## src/rtl/key_event_decoder.sv

```systemverilog
// ASCII byte to calculator key-event decoder: small input FIFO, classifier and paced pulse FSM.
// Optional ECHO_EN adds an echo_data/echo_valid/echo_ready stream of every decoded event byte.
module key_event_decoder #(
    parameter int unsigned FIFO_DEPTH = 4,
    parameter int unsigned GAP        = 2
) (
    input  logic       clk,
    input  logic       rst,
    input  logic [7:0] rx_data,
    input  logic       rx_valid,
    output logic       rx_ready,
    output logic       got_dig,
    output logic       got_op,
    output logic       got_eq,
    output logic       got_esc,
    output logic [3:0] dig_val,
    output logic [1:0] op_code,
    output logic       err_char
`ifdef ECHO_EN
    ,
    output logic [7:0] echo_data,
    output logic       echo_valid,
    input  logic       echo_ready
`endif
);

    localparam int unsigned AW = $clog2(FIFO_DEPTH);
    localparam int unsigned CW = AW + 1;
    localparam int unsigned GW = $clog2(GAP + 1);

    typedef enum logic [1:0] {IDLE, EMIT, HOLD} state_t;

    logic [7:0]    mem_q [FIFO_DEPTH];
    logic [7:0]    mem_d [FIFO_DEPTH];
    logic [AW-1:0] wr_ptr_q, wr_ptr_d, rd_ptr_q, rd_ptr_d;
    logic [CW-1:0] count_q, count_d;
    state_t        state_q, state_d;
    logic [GW-1:0] gap_q, gap_d;
    logic          dig_q, dig_d, op_q, op_d, eq_q, eq_d, esc_q, esc_d, err_q, err_d;
    logic [3:0]    dig_val_q, dig_val_d;
    logic [1:0]    op_code_q, op_code_d;
    logic [7:0]    head;
    logic          push, pop, is_event, echo_busy;

`ifdef ECHO_EN
    logic       echo_valid_q, echo_valid_d;
    logic [7:0] echo_data_q, echo_data_d;
    assign echo_busy  = echo_valid_q;
    assign echo_valid = echo_valid_q;
    assign echo_data  = echo_data_q;
`else
    assign echo_busy = 1'b0;
`endif

    assign head     = mem_q[rd_ptr_q];
    assign rx_ready = (count_q != CW'(FIFO_DEPTH));
    assign push     = rx_valid && rx_ready;

    assign got_dig  = dig_q;
    assign got_op   = op_q;
    assign got_eq   = eq_q;
    assign got_esc  = esc_q;
    assign err_char = err_q;
    assign dig_val  = dig_val_q;
    assign op_code  = op_code_q;

    always_comb begin
        mem_d    = mem_q;
        wr_ptr_d = wr_ptr_q;
        rd_ptr_d = rd_ptr_q;
        count_d  = count_q;
        if (push) begin
            mem_d[wr_ptr_q] = rx_data;
            wr_ptr_d        = wr_ptr_q + AW'(1);
        end
        if (pop) begin
            rd_ptr_d = rd_ptr_q + AW'(1);
        end
        case ({push, pop})
            2'b10:   count_d = count_q + CW'(1);
            2'b01:   count_d = count_q - CW'(1);
            default: count_d = count_q;
        endcase
    end

    always_comb begin
        state_d   = state_q;
        gap_d     = gap_q;
        pop       = 1'b0;
        is_event  = 1'b0;
        dig_d     = 1'b0;
        op_d      = 1'b0;
        eq_d      = 1'b0;
        esc_d     = 1'b0;
        err_d     = 1'b0;
        dig_val_d = dig_val_q;
        op_code_d = op_code_q;
`ifdef ECHO_EN
        echo_data_d  = echo_data_q;
        echo_valid_d = echo_valid_q && !echo_ready;
`endif
        case (state_q)
            IDLE: begin
                if (count_q != '0 && !echo_busy) begin
                    pop = 1'b1;
                    case (head) inside
                        [8'h30:8'h39]: begin dig_d = 1'b1; dig_val_d = head[3:0]; is_event = 1'b1; end
                        8'h2B: begin op_d = 1'b1; op_code_d = 2'b00; is_event = 1'b1; end
                        8'h2D: begin op_d = 1'b1; op_code_d = 2'b01; is_event = 1'b1; end
                        8'h2A: begin op_d = 1'b1; op_code_d = 2'b10; is_event = 1'b1; end
                        8'h2F: begin op_d = 1'b1; op_code_d = 2'b11; is_event = 1'b1; end
                        8'h3D, 8'h0D:        begin eq_d  = 1'b1; is_event = 1'b1; end
                        8'h1B, 8'h63, 8'h43: begin esc_d = 1'b1; is_event = 1'b1; end
                        8'h0A, 8'h20: ;
                        default: begin err_d = 1'b1; state_d = EMIT; end
                    endcase
                    if (is_event) begin
                        state_d = EMIT;
`ifdef ECHO_EN
                        echo_valid_d = 1'b1;
                        echo_data_d  = head;
`endif
                    end
                end
            end
            EMIT: begin
                gap_d   = GW'(GAP);
                state_d = HOLD;
            end
            HOLD: begin
                // Leave as the counter reaches zero so HOLD spans exactly GAP cycles.
                gap_d = gap_q - GW'(1);
                if (gap_q == GW'(1)) begin
                    state_d = IDLE;
                end
            end
            default: state_d = IDLE;
        endcase
    end

    always_ff @(posedge clk or negedge rst) begin
        if (!rst) begin
            for (int unsigned i = 0; i < FIFO_DEPTH; i++) begin
                mem_q[i] <= '0;
            end
            wr_ptr_q  <= '0;
            rd_ptr_q  <= '0;
            count_q   <= '0;
            state_q   <= IDLE;
            gap_q     <= '0;
            dig_q     <= 1'b0;
            op_q      <= 1'b0;
            eq_q      <= 1'b0;
            esc_q     <= 1'b0;
            err_q     <= 1'b0;
            dig_val_q <= '0;
            op_code_q <= '0;
`ifdef ECHO_EN
            echo_valid_q <= 1'b0;
            echo_data_q  <= '0;
`endif
        end else begin
            mem_q     <= mem_d;
            wr_ptr_q  <= wr_ptr_d;
            rd_ptr_q  <= rd_ptr_d;
            count_q   <= count_d;
            state_q   <= state_d;
            gap_q     <= gap_d;
            dig_q     <= dig_d;
            op_q      <= op_d;
            eq_q      <= eq_d;
            esc_q     <= esc_d;
            err_q     <= err_d;
            dig_val_q <= dig_val_d;
            op_code_q <= op_code_d;
`ifdef ECHO_EN
            echo_valid_q <= echo_valid_d;
            echo_data_q  <= echo_data_d;
`endif
        end
    end

endmodule

```

## config.mk

```make
export PLATFORM = sky130hd
export DESIGN_NAME = key_event_decoder
export DESIGN_NICKNAME = d
export VERILOG_FILES = /design/src/rtl/key_event_decoder.sv
export SDC_FILE = /design/constraint.sdc
export NUM_CORES = 1
export LEC_CHECK = 0
export CAP_MARGIN = 20
export CORE_MARGIN = 4
export CORE_UTILIZATION = 55
export CTS_CLUSTER_DIAMETER = 30
export DETAILED_ROUTE_END_ITERATION = 8
export HOLD_SLACK_MARGIN = 0.06
export PLACE_DENSITY = 0.77
export SLEW_MARGIN = 20
export SYNTH_ARGS = -nofsm -noshare
export SYNTH_HDL_FRONTEND = slang
export SYNTH_SLANG_ARGS = --single-unit
```

## constraint.sdc

```tcl
create_clock -name clk -period 4.25 [get_ports clk]
set_clock_uncertainty 0.2 [all_clocks]
set_input_delay 1.0625 -clock clk [delete_from_list [all_inputs] [get_ports clk]]
set_output_delay 1.0625 -clock clk [all_outputs]
set_load 0.05 [all_outputs]
```

-- Word level (Yosys, flattened, before mapping)
Cells that the tools add are included.
- register bits: 54
- bits in latches: 0
- bits in writable memories: 0
- ROM bits: 0
- input bits: 11
- output and inout bits: 12
- word-level logic and storage cells: 141
- memories: 0
- add/sub/neg operators: 5
- $mul: 0
- div/mod/pow operators: 0
- magnitude comparators: 5
- equality and inequality tests: 27
- shifts and indexed selects: 0
- mux-type cells: 71
- bitwise logic cells: 3
- reduce and logical (&&, ||, !) cells: 14
- operators by type and width (cell ; number):
    $eq 8x6->1 const B ; 6
    $mux 1 ; 47
    $bwmux 32 ; 1
    $mux 2 ; 15
    $ne 3x3->1 const B ; 9
    $mux 8 ; 3
    $bmux 8 s2 ; 1
    $demux 8 s2 ; 1
    $eq 8x4->1 const B ; 2
    $eq 8x7->1 const B ; 2
    $reduce_and 10->1 ; 1
    $eq 8x5->1 const B ; 1
    $ge 8x6->1 const B ; 1
    $le 8x6->1 const B ; 1
    $eq 2x1->1 const B ; 3
    $ge 3x3->1 const B ; 2
    $not 2->3 ; 2
    $pmux 2 s3 ; 1
    $pmux 3 s2 ; 1
    $add 2x1->2 const B ; 2
    $eq 2x2->1 const B ; 2
    $ne 2x2->1 const B ; 2
    $pmux 2 s2 ; 1
    $reduce_and 4->1 ; 1
    13 further kinds ; 17

-- Depth between registers and ports, before layout
Gate-level depths: netlist of the first run.
- depth in word-level cells: 18
- depth in mapped cells: 11
- depth with buffers taken out: 10

-- Worst setup path after synthesis of the first run
OpenSTA, ideal clock, no wires.
- kind: flip-flop to flip-flop
- start: register count_q[0]
- end: register count_q[2]
- setup time: 79 ps
- data arrival time: 2424 ps
- data required time: 3971 ps
- setup slack: 1547 ps
- stages on the path, launching flop included: 12
- path buffers: 1
- period minus slack after synthesis: 2703 ps
- cells stage by stage: dfrtp_1 > inv_1 > nand3_1 > and2_1 > clkbuf_1 > inv_1 > ha_1 > inv_1 > fa_1 > xor2_1 > nor2_1 > xor2_1
- elaborated cells on any way between the ends: 11
- those cells by class: 2 x add/sub; 3 x eq/ne; 3 x mux; 3 x reduce/logical
- RTL lines (element ; RTL line ; RTL):
    from (decl) ; 36 ; logic [CW-1:0] count_q, count_d;
    from (signal assigned) ; 166 ; count_q <= count_d;
    $ne 3x3->1 (*) ; 56 ; assign rx_ready = (count_q != CW'(FIFO_DEPTH));
    named net rx_ready ; 11 ; output logic rx_ready,
    $logic_and 1x1->1 (*) ; 57 ; assign push = rx_valid && rx_ready;
    $eq 2x1->1 or $eq 2x2->1 (tied branches) ; 79 ; case ({push, pop})
    $pmux 3 s2 or $reduce_bool 2->1 (tied branches) ; - ;
Mark *: on every way through the listed nets, which the timed path passes. The rest lies on a longest branch.
A chain may end at the register's enable or synchronous reset.

-- Final worst setup path of the first run
- start: register count_q[0]
- end: output rx_ready
- word-level cells in the longest chain between the ends: 1
- ends and longest elaborated chain (element ; RTL line):
    $ne 3x3->1 ; 56
    to (decl) ; 11
Every way passes these cells.

==> flow_metrics.py, run 1 <==
metrics = {
    "drt": {
        "via_per_inst": 6.01,
        "drt_iter0_markers": 88,
        "drt_wl_total_mm": 4.75,
        "drc_errors": 0,
        "first_pass_iters": 4,
        "vias": 1628,
        "detail-route-antenna-nets": 0,
        "post_drt_wl_per_cell_microns": 17.5,
    },
    "clock_network": {
        "clock-sinks": 54,
        "cts_tree": "built",
        "numCtsBuffers": 5,
        "clk_latency_ns": 0.30,
        "clkTransAtPathRegs_ns": 0.09,
        "clock-root-buffer": "clkbuf_8",
        "cts_max_level": 2,
        "cts_resized": 0,
        "cts_setup_buffers": 0,
        "cts_hold_buf": 0,
        "cts_buffer_depth": 2,
    },
    "critical_path": {
        "path_max_fanout": 3,
        "end_kind": "output port",
        "cp-start-kind": "register",
        "required_ns": 2.99,
        "worstSetupPathType": "register to output port",
        "cp.arrival_ns": 1.75,
        "ff2ff_path_depth": 5,
    },
    "logic_synthesis": {
        "synth-compound-area-share_pct": 5.69,
        "syn_nets": 214,
        "synth_fa_ha_area_share_pct": 5.11,
        "synthMuxAreaShare_pct": 24.0,
        "synth.ff_latch_count": 54,
        "synth_cell_types": 42,
        "synth-xor-area-share_pct": 2.03,
        "synth-simple-area-share_pct": 8.20,
        "syn_inst": 193,
        "syn_area_per_cell_sq_um": 13.4,
        "ys_warn_count": 0,
        "synth_top_family_by_area": "multiplexers",
        "synth_area_sq_um": 2590,
        "yosysSeqAreaShare_pct": 52.1,
    },
    "global_routing": {
        "grt_pass1_vias": 1707,
        "antenna_found_initial": 0,
        "gr-usage-all-layers_pct": 17.9,
        "grt_pass1_wl_mm": 8.27,
        "overflow": 0,
        "grt_start_max_net_pins": 55,
    },
    "cells_and_area": {
        "area_growth_pct": 13.5,
        "multi_input_area_sq_um": 1170,
        "fillers": 328,
        "diodes": 0,
        "register_area_sq_um": 1350,
        "nets": 239,
        "drive_gt1_share_pct": 24.7,
    },
    "sta": {
        "finalCritPeriodShare_pct": 70.9,
        "slew_violations": 0,
        "setup_viol_count_final": 0,
        "hold_viol": 0,
        "worstMarginPinSlew_ns": 0.661,
        "max_freq_mhz": 332,
        "fin_crit_ns": 3.01,
        "slew_headroom_pct": 55.9,
        "finalSetupTns_ns": 0,
        "grt_setup_unrepaired": "false",
    },
    "min_path": {
        "whs_path_depth": 1,
        "hold_path.class": "register to register",
    },
    "floorplan": {
        "core_area_sq_um": 4470,
        "die_height_microns": 76.7,
        "initial_core_util_pct": 58.0,
        "dieArea_sq_um": 5880,
        "rows": 24,
        "ios": 23,
        "die_w_microns": 76.7,
    },
    "place": {
        "gp_congestion": 0.819,
        "dp_hpwl_mm": 3.40,
        "port_buffers": 22,
    },
    "power_and_ir_drop": {
        "ir_drop_v": 0.000435,
        "p_total_mw": 2.47,
        "powerDensity_nw_per_um2": 839,
        "power_leakage_nw": 1.31,
    },
    "run": {
        "maxCapViolations": 0,
    },
    "outcome": {
        "status": "finished clean",
    },
}
## path summary, 6_finish.rpt
check / start / end / slack (ns)
hold / removal: gap_q[0] / gap_q[0] / 0.29
setup reg to reg: rd_ptr_q[0] / dig_val[3] / 1.50
setup / recovery: count_q[0] / rx_ready / 1.24
hold reg to reg: gap_q[0] / gap_q[0] / 0.29
min in group asynchronous: rst / gap_q[1] / 0.59
max in group asynchronous: rst / mem_q[28] / 2.82
## through the flow
step           setup WS (ns)  util, %  instances  hold WS, ns  cell area [sq um]
6_report                1.24     65.8        271        0.295               2950
5_1_grt                 1.17     65.8        271        0.324               2950
4_1_cts                 1.23     65.8        271        0.297               2940
3_5_place_dp            1.18     63.7        263        0.285               2850
3_3_place_gp            1.26     63.7        263        0.264               2850
2_1_floorplan           1.55        -        193        0.257               2590
## metal layers
layer	vias to the layer above	part of all wire [%]	GRT usage, %
met1	834	41	21.9
met3	7	3.4	3.63
met5	-	0	0
met2	50	54	31.4
li1	737	-	-
met4	0	1.2	6.16
## Yosys cell counts, drive strengths merged
master	number	area, sq um
clkbuf	2	7.51
buf	2	16.3
nand2b	2	12.5
a31oi	1	6.26
o21ai	6	30.0
nand2	10	37.5
a31o	1	8.76
nand3	2	10.0
and2	2	12.5
inv	14	52.6
dfrtp	54	1350
a22o	1	8.76
nor3	3	26.3
fa	1	20.0
nand4	1	6.26
o21a	1	7.51
a211oi	2	20.0
nor2b	5	31.3
nor4	2	12.5
mux2i	1	10.0
xnor2	4	35.0
ha	9	113
nor3b	2	15.0
or2	1	6.26
a21oi	6	33.8
mux2	36	420
mux4	8	191
o2bb2ai	1	8.76
o31ai	1	7.51
or3b	1	11.3
nor2	6	22.5
o211ai	1	7.51
o2111ai	1	8.76
and3b	1	8.76
xor2	2	17.5
## cell usage in the layout (no fill, tap or decap), types with 2 or more instances in the layout
cell and count:
nand2_1 10, o21ai_0 5, a21oi_1 5, nor4_1 2, clkbuf_8 6, mux2_2 32
mux4_1 3, clkdlybuf4s50_1 21, and2_1 2, inv_1 14, mux2_4 4, nor2b_1 5
nor3b_1 2, xnor2_1 4, nand3_1 2, nor2_1 6, mux4_2 5, xor2_1 2
nand2b_1 2, dfrtp_1 54, nor3_1 2, ha_1 9
## cell type report
type | count | area share (%)
timing repair buffer | 22 | 7.39
clock buffer | 7 | 2.93
inverter | 14 | 1.78
tap | 52 | 2.21
multi-input combinational | 121 | 39.6
clock inverter | 1 | 0.170
sequential | 54 | 45.9
## critical path: stages, from the launching register on
cell and delay [ns]:
dfrtp_1 0.41, inv_1 0.10, nand3_1 0.11, clkdlybuf4s50_1 0.83
## flip-flops by register name, summed over array words and instances, names as in the netlist
signal and flops:
gap_q 2, count_q 3, mem_q 32, err_char 1, state_q 2, op_code 2
rd_ptr_q 2, dig_val 4, wr_ptr_q 2, got_eq 1, got_op 1, got_dig 1
got_esc 1
## logic make-up (layout without fill, tap and decap cells)
group | Yosys count | in the layout
AND/OR/NAND/NOR | 38 | 38
adder cells (fa/ha/maj) | 10 | 10
multiplexers | 45 | 45
buffers and inverters | 18 | 44
AO/OA/AOI/OAI | 22 | 22
flip-flops | 54 | 54
XOR/XNOR | 6 | 6
## power by group
group	total [mW]	leakage [nW]	internal (mW)	switching, mW
clock	0.285	0.0482	0.132	0.153
combinational	1.27	0.601	0.587	0.678
sequential	0.921	0.660	0.755	0.165
Power figures use the tool's default switching activity.
==> inputs of run 2 (changes only) <==
==> constraint.sdc (replaced) <==
create_clock -name clk -period 2.9 [get_ports clk]
set_clock_uncertainty 0.2 [all_clocks]
set_input_delay 0.725 -clock clk [delete_from_list [all_inputs] [get_ports clk]]
set_output_delay 0.725 -clock clk [all_outputs]
set_load 0.05 [all_outputs]
==> run 2 against run 1 <==
  * Clock power rose by 72%
  * Worst hold slack worse by 0.0029 ns
  * Cell count increased by 1.1%
  * Combinational power grew 50%
  * Worst setup slack worse by 1.1 ns
  * Critical path depth is 2 higher
  * Global-route usage hardly changed
==> flow_metrics.py, run 2 (synthesized netlist as in run 1, its figures left out) <==
metrics = {
    "critical_path": {
        "crit_path_start": "rd_ptr_q[0]",
        "reg2reg_from": "rd_ptr_q[0]",
        "cp.arrival_ns": 2.71,
        "required_ns": 2.90,
        "worstSetupPathType": "register to register",
        "ff2ff_path_depth": 5,
        "path_max_fanout": 9,
        "end_kind": "register",
        "reg2reg_slack_ns": 0.19,
        "cp-start-kind": "register",
        "reg2reg_to": "dig_val[1]",
        "endpoint": "dig_val[1]",
    },
    "cells_and_area": {
        "diodes": 0,
        "stdcell_count": 274,
        "area_growth_pct": 14.9,
        "nets": 242,
        "largest_register_ffs": 32,
        "drive_gt1_share_pct": 26.1,
        "final_common_cell": "dfrtp_1",
        "layout_common_cells": "dfrtp_1, mux2_2, clkdlybuf4s50_1",
        "regMostFlops": "mem_q",
    },
    "drt": {
        "detail-route-antenna-nets": 0,
        "drt_iter0_markers": 79,
        "vias": 1595,
        "drt_wl_total_mm": 4.77,
        "first_pass_iters": 4,
        "drc_errors": 0,
        "via_per_inst": 5.82,
        "post_drt_wl_per_cell_microns": 17.4,
    },
    "sta": {
        "setup_viol_count_final": 0,
        "grt_setup_unrepaired": "false",
        "slew_headroom_pct": 56.9,
        "finalSetupTns_ns": 0,
        "max_freq_mhz": 368,
        "fin_crit_ns": 2.71,
        "slew_violations": 0,
        "hold_viol": 0,
        "hold_ws_ns": 0.292,
        "finalCritPeriodShare_pct": 93.6,
        "worstMarginPinSlew_ns": 0.647,
    },
    "place": {
        "dp.cells": 266,
        "gp_congestion": 0.776,
        "dp_hpwl_mm": 3.43,
        "port_buffers": 22,
    },
    "power_and_ir_drop": {
        "powerDensity_nw_per_um2": 1250,
        "power_leakage_nw": 1.33,
        "ir_drop_v": 0.000556,
    },
    "global_routing": {
        "grt_pass1_vias": 1818,
        "grt_start_max_net_pins": 55,
        "antenna_found_initial": 0,
        "grt_pass1_wl_mm": 8.34,
        "gr-usage-all-layers_pct": 17.9,
        "overflow": 0,
    },
    "clock_network": {
        "clock-sinks": 54,
        "numCtsBuffers": 5,
        "clkTransAtPathRegs_ns": 0.09,
        "cts_tree": "built",
        "clk_latency_ns": 0.31,
        "cts_max_level": 2,
        "cts_hold_buf": 0,
        "cts_setup_buffers": 0,
        "clock-root-buffer": "clkbuf_8",
        "cts_buffer_depth": 2,
        "cts_resized": 0,
    },
    "floorplan": {
        "initial_core_util_pct": 58.0,
        "dieArea_sq_um": 5880,
        "core_area_sq_um": 4470,
        "rows": 24,
        "die_height_microns": 76.7,
        "die_w_microns": 76.7,
        "ios": 23,
    },
    "run": {
        "maxCapViolations": 0,
    },
    "min_path": {
        "min-delay-start": "gap_q[0]",
        "hold_path.class": "register to register",
    },
    "outcome": {
        "status": "finished clean",
    },
}
[run 2: metal layers]
| metal | track usage [%] | vias up | routed length, microns |
|---|---|---|---|
| met5 | 0 | - | 0 |
| met4 | 7.43 | 0 | 100 |
| met3 | 3.98 | 12 | 192 |
| met2 | 31.2 | 44 | 2540 |
| met1 | 21.4 | 794 | 1940 |
| li1 | - | 745 | - |
[run 2: critical path, cell delays in order, from the launching register on]
cell	delay (ns)
dfrtp_1	0.64
mux4_2	0.70
o21ai_1	0.20
nand4_1	0.16
or2_1	0.36
mux2_4	0.34
[run 2: per-stage QoR]
step	cell area, sq um	power, mW	utilization, %	worst slack, ns
5_1_grt	2980	3.99	66.7	0.0340
6_report	2980	3.73	66.7	0.185
3_3_place_gp	2870	3.08	64.2	0.243
3_5_place_dp	2870	3.23	64.2	0.149
2_1_floorplan	2590	2.75	-	0.197
4_1_cts	2980	3.74	66.7	0.193
[run 2: worst min-delay path by stage]
stage / to / slack [ns] / cells after the start
after floorplan: count_q[0] / 0.23 / 0
after global routing: gap_q[0] / 0.31 / 1
after detailed placement: gap_q[0] / 0.28 / 1
after CTS: gap_q[0] / 0.29 / 1
after global placement: gap_q[0] / 0.26 / 1
final: gap_q[0] / 0.29 / 1
[run 2: final cells by class]
class | count | area [sq um]
clock inverter | 3 | 40.0
clock buffer | 5 | 68.8
multi-input combinational | 121 | 1170
inverter | 14 | 52.6
fill | 307 | 1490
timing repair buffer | 25 | 238
tap | 52 | 65.1
sequential | 54 | 1350
[run 2: report_power, final]
group	leakage (nW)	total (mW)	switching, mW	internal, mW
logic	0.614	1.90	1.03	0.878
clock network	0.0579	0.490	0.236	0.254
registers	0.660	1.34	0.229	1.11
total	1.33	3.73	1.49	2.24
==> inputs of run 3 (changes only) <==
--- a/config.mk
+++ b/config.mk
@@ -12,6 +12,7 @@
 export DETAILED_ROUTE_END_ITERATION = 8
 export HOLD_SLACK_MARGIN = 0.06
 export PLACE_DENSITY = 0.77
+export SETUP_SLACK_MARGIN = 0.2
 export SLEW_MARGIN = 20
 export SYNTH_ARGS = -nofsm -noshare
 export SYNTH_HDL_FRONTEND = slang
==> run 3 against run 2 <==
  * Highest routed layer unchanged
  * Maximum frequency rose by 3.5%
  * Critical path depth fell by 2
  * Sequential share of layout area fell by 0.39 points
  * Register-to-register slack improved by 0.16 ns
  * Clock power rose by 2%
  * Routed wire length fell by 2.3%
  * Cell count rose by 0.73%
  * Critical endpoint is now rx_ready
==> flow_metrics.py, run 3 (synthesized netlist as in run 1, its figures left out) <==
metrics = {
    "outcome": {
        "status": "finished clean",
    },
    "global_routing": {
        "grt_pass1_wl_mm": 8.16,
        "gr-usage-all-layers_pct": 17.3,
        "overflow": 0,
        "antenna_found_initial": 0,
        "grt_start_max_net_pins": 31,
        "grt_pass1_vias": 1739,
    },
    "critical_path": {
        "required_ns": 1.98,
        "end_kind": "output port",
        "reg2reg_from": "rd_ptr_q[0]",
        "reg2reg_slack_ns": 0.35,
        "cp-start-kind": "register",
        "reg2reg_to": "dig_val[3]",
        "path_max_fanout": 3,
        "ff2ff_path_depth": 5,
        "cp.arrival_ns": 1.70,
        "worstSetupPathType": "register to output port",
    },
    "clock_network": {
        "clk_latency_ns": 0.30,
        "cts_max_level": 2,
        "cts_tree": "built",
        "clkTransAtPathRegs_ns": 0.09,
        "cts_setup_buffers": 0,
        "clock-sinks": 54,
        "clock-root-buffer": "clkbuf_8",
        "cts_buffer_depth": 2,
        "numCtsBuffers": 5,
    },
    "place": {
        "gp_congestion": 0.773,
        "dp_hpwl_mm": 3.46,
        "dp.cells": 267,
        "port_buffers": 22,
    },
    "cells_and_area": {
        "regMostFlops": "mem_q",
        "layout_common_cells": "dfrtp_1, mux2_2, clkdlybuf4s50_1",
        "nets": 244,
        "diodes": 0,
        "fillers": 306,
        "drive_gt1_share_pct": 27.2,
        "stdcell_count": 276,
        "area_growth_pct": 16.1,
        "largest_register_ffs": 32,
        "final_common_cell": "dfrtp_1",
    },
    "sta": {
        "finalCritPeriodShare_pct": 90.5,
        "fin_crit_ns": 2.62,
        "grt_setup_unrepaired": "false",
        "max_freq_mhz": 381,
        "slew_violations": 0,
        "slew_headroom_pct": 66.4,
        "setup_viol_count_final": 0,
        "worstMarginPinSlew_ns": 0.503,
        "finalSetupTns_ns": 0,
        "hold_viol": 0,
    },
    "floorplan": {
        "initial_core_util_pct": 58.0,
        "ios": 23,
        "dieArea_sq_um": 5880,
        "rows": 24,
        "die_height_microns": 76.7,
        "die_w_microns": 76.7,
        "core_area_sq_um": 4470,
    },
    "power_and_ir_drop": {
        "p_int_mw": 2.24,
        "power_leakage_nw": 1.33,
        "p_total_mw": 3.73,
        "ir_drop_v": 0.000597,
        "powerDensity_nw_per_um2": 1240,
        "p_switching_mw": 1.49,
        "power_frac_seq_pct": 35.9,
        "sw_frac_of_total_pct": 39.9,
        "p_comb_share_pct": 50.7,
        "clockPowerShare_pct": 13.5,
    },
    "min_path": {
        "hold_path.class": "register to register",
        "min_to": "gap_q[0]",
        "whs_path_depth": 1,
        "min-delay-start": "gap_q[0]",
    },
    "drt": {
        "drt_wl_total_mm": 4.66,
        "detail-route-antenna-nets": 0,
        "drc_errors": 0,
        "post_drt_wl_per_cell_microns": 16.9,
        "vias": 1594,
        "first_pass_iters": 6,
        "via_per_inst": 5.78,
        "drt_iter0_markers": 126,
    },
    "run": {
        "maxCapViolations": 0,
    },
}
[run 3: power groups by stage]
stage                     clock network [mW]  registers, mW  logic (mW)
after floorplan                            0           1.39        1.36
after global placement                     0           1.32        1.76
after detailed placement                   0           1.36        1.86
after CTS                              0.511           1.34        1.88
after global routing                   0.548           1.39        2.05
final                                  0.502           1.34        1.89
[run 3: per-layer routing]
metal	up-vias	wire length, microns	GRT usage (%)
met3	4	206	3.28
met4	0	38	5.25
met2	51	2470	30.3
met1	793	1940	21.6
li1	746	-	-
met5	-	0	0
[run 3: worst max-delay path, stage by stage (launching register included)]
cell,delay [ns]
dfrtp_1,0.40
inv_1,0.10
nand3_2,0.09
clkdlybuf4s50_1,0.81
[run 3: cell type report]
| type | count | area, sq um | area share (%) |
|---|---|---|---|
| Sequential cell | 54 | 1350 | 44.9 |
| Clock buffer | 5 | 68.8 | 2.29 |
| Timing Repair Buffer | 27 | 255 | 8.48 |
| Tap cell | 52 | 65.1 | 2.16 |
| Multi-Input combinational cell | 121 | 1170 | 38.9 |
| Clock inverter | 3 | 45.0 | 1.50 |
| Inverter | 14 | 52.6 | 1.74 |
[run 3: worst max-delay path by stage]
stage	start	end	slack (ns)	depth (start not counted)
detailed placement	rd_ptr_q[0]	dig_val[2]	0.25	5
global placement	rd_ptr_q[0]	dig_val[1]	0.32	5
floorplan	count_q[0]	count_q[2]	0.40	11
CTS	rd_ptr_q[0]	dig_val[3]	0.22	5
global route	count_q[0]	rx_ready	0.20	3
finish	count_q[0]	rx_ready	0.28	3
[run 3: metrics by stage]
step / cell area, sq um / util (%) / setup WS [ns] / hold WS (ns)
3_3_place_gp: 2890 / 64.5 / 0.323 / 0.265
5_1_grt: 3010 / 67.3 / 0.205 / 0.326
4_1_cts: 3010 / 67.3 / 0.220 / 0.289
2_1_floorplan: 2600 / - / 0.403 / 0.229
3_5_place_dp: 2890 / 64.5 / 0.254 / 0.276
6_report: 3010 / 67.3 / 0.277 / 0.285
[run 3: what timing repair did]
action	in CTS	in global routing
hold buffers	1	0
endpoints found under the hold margin	1	0
gates resized for setup	0	1
setup endpoints to repair	0	9
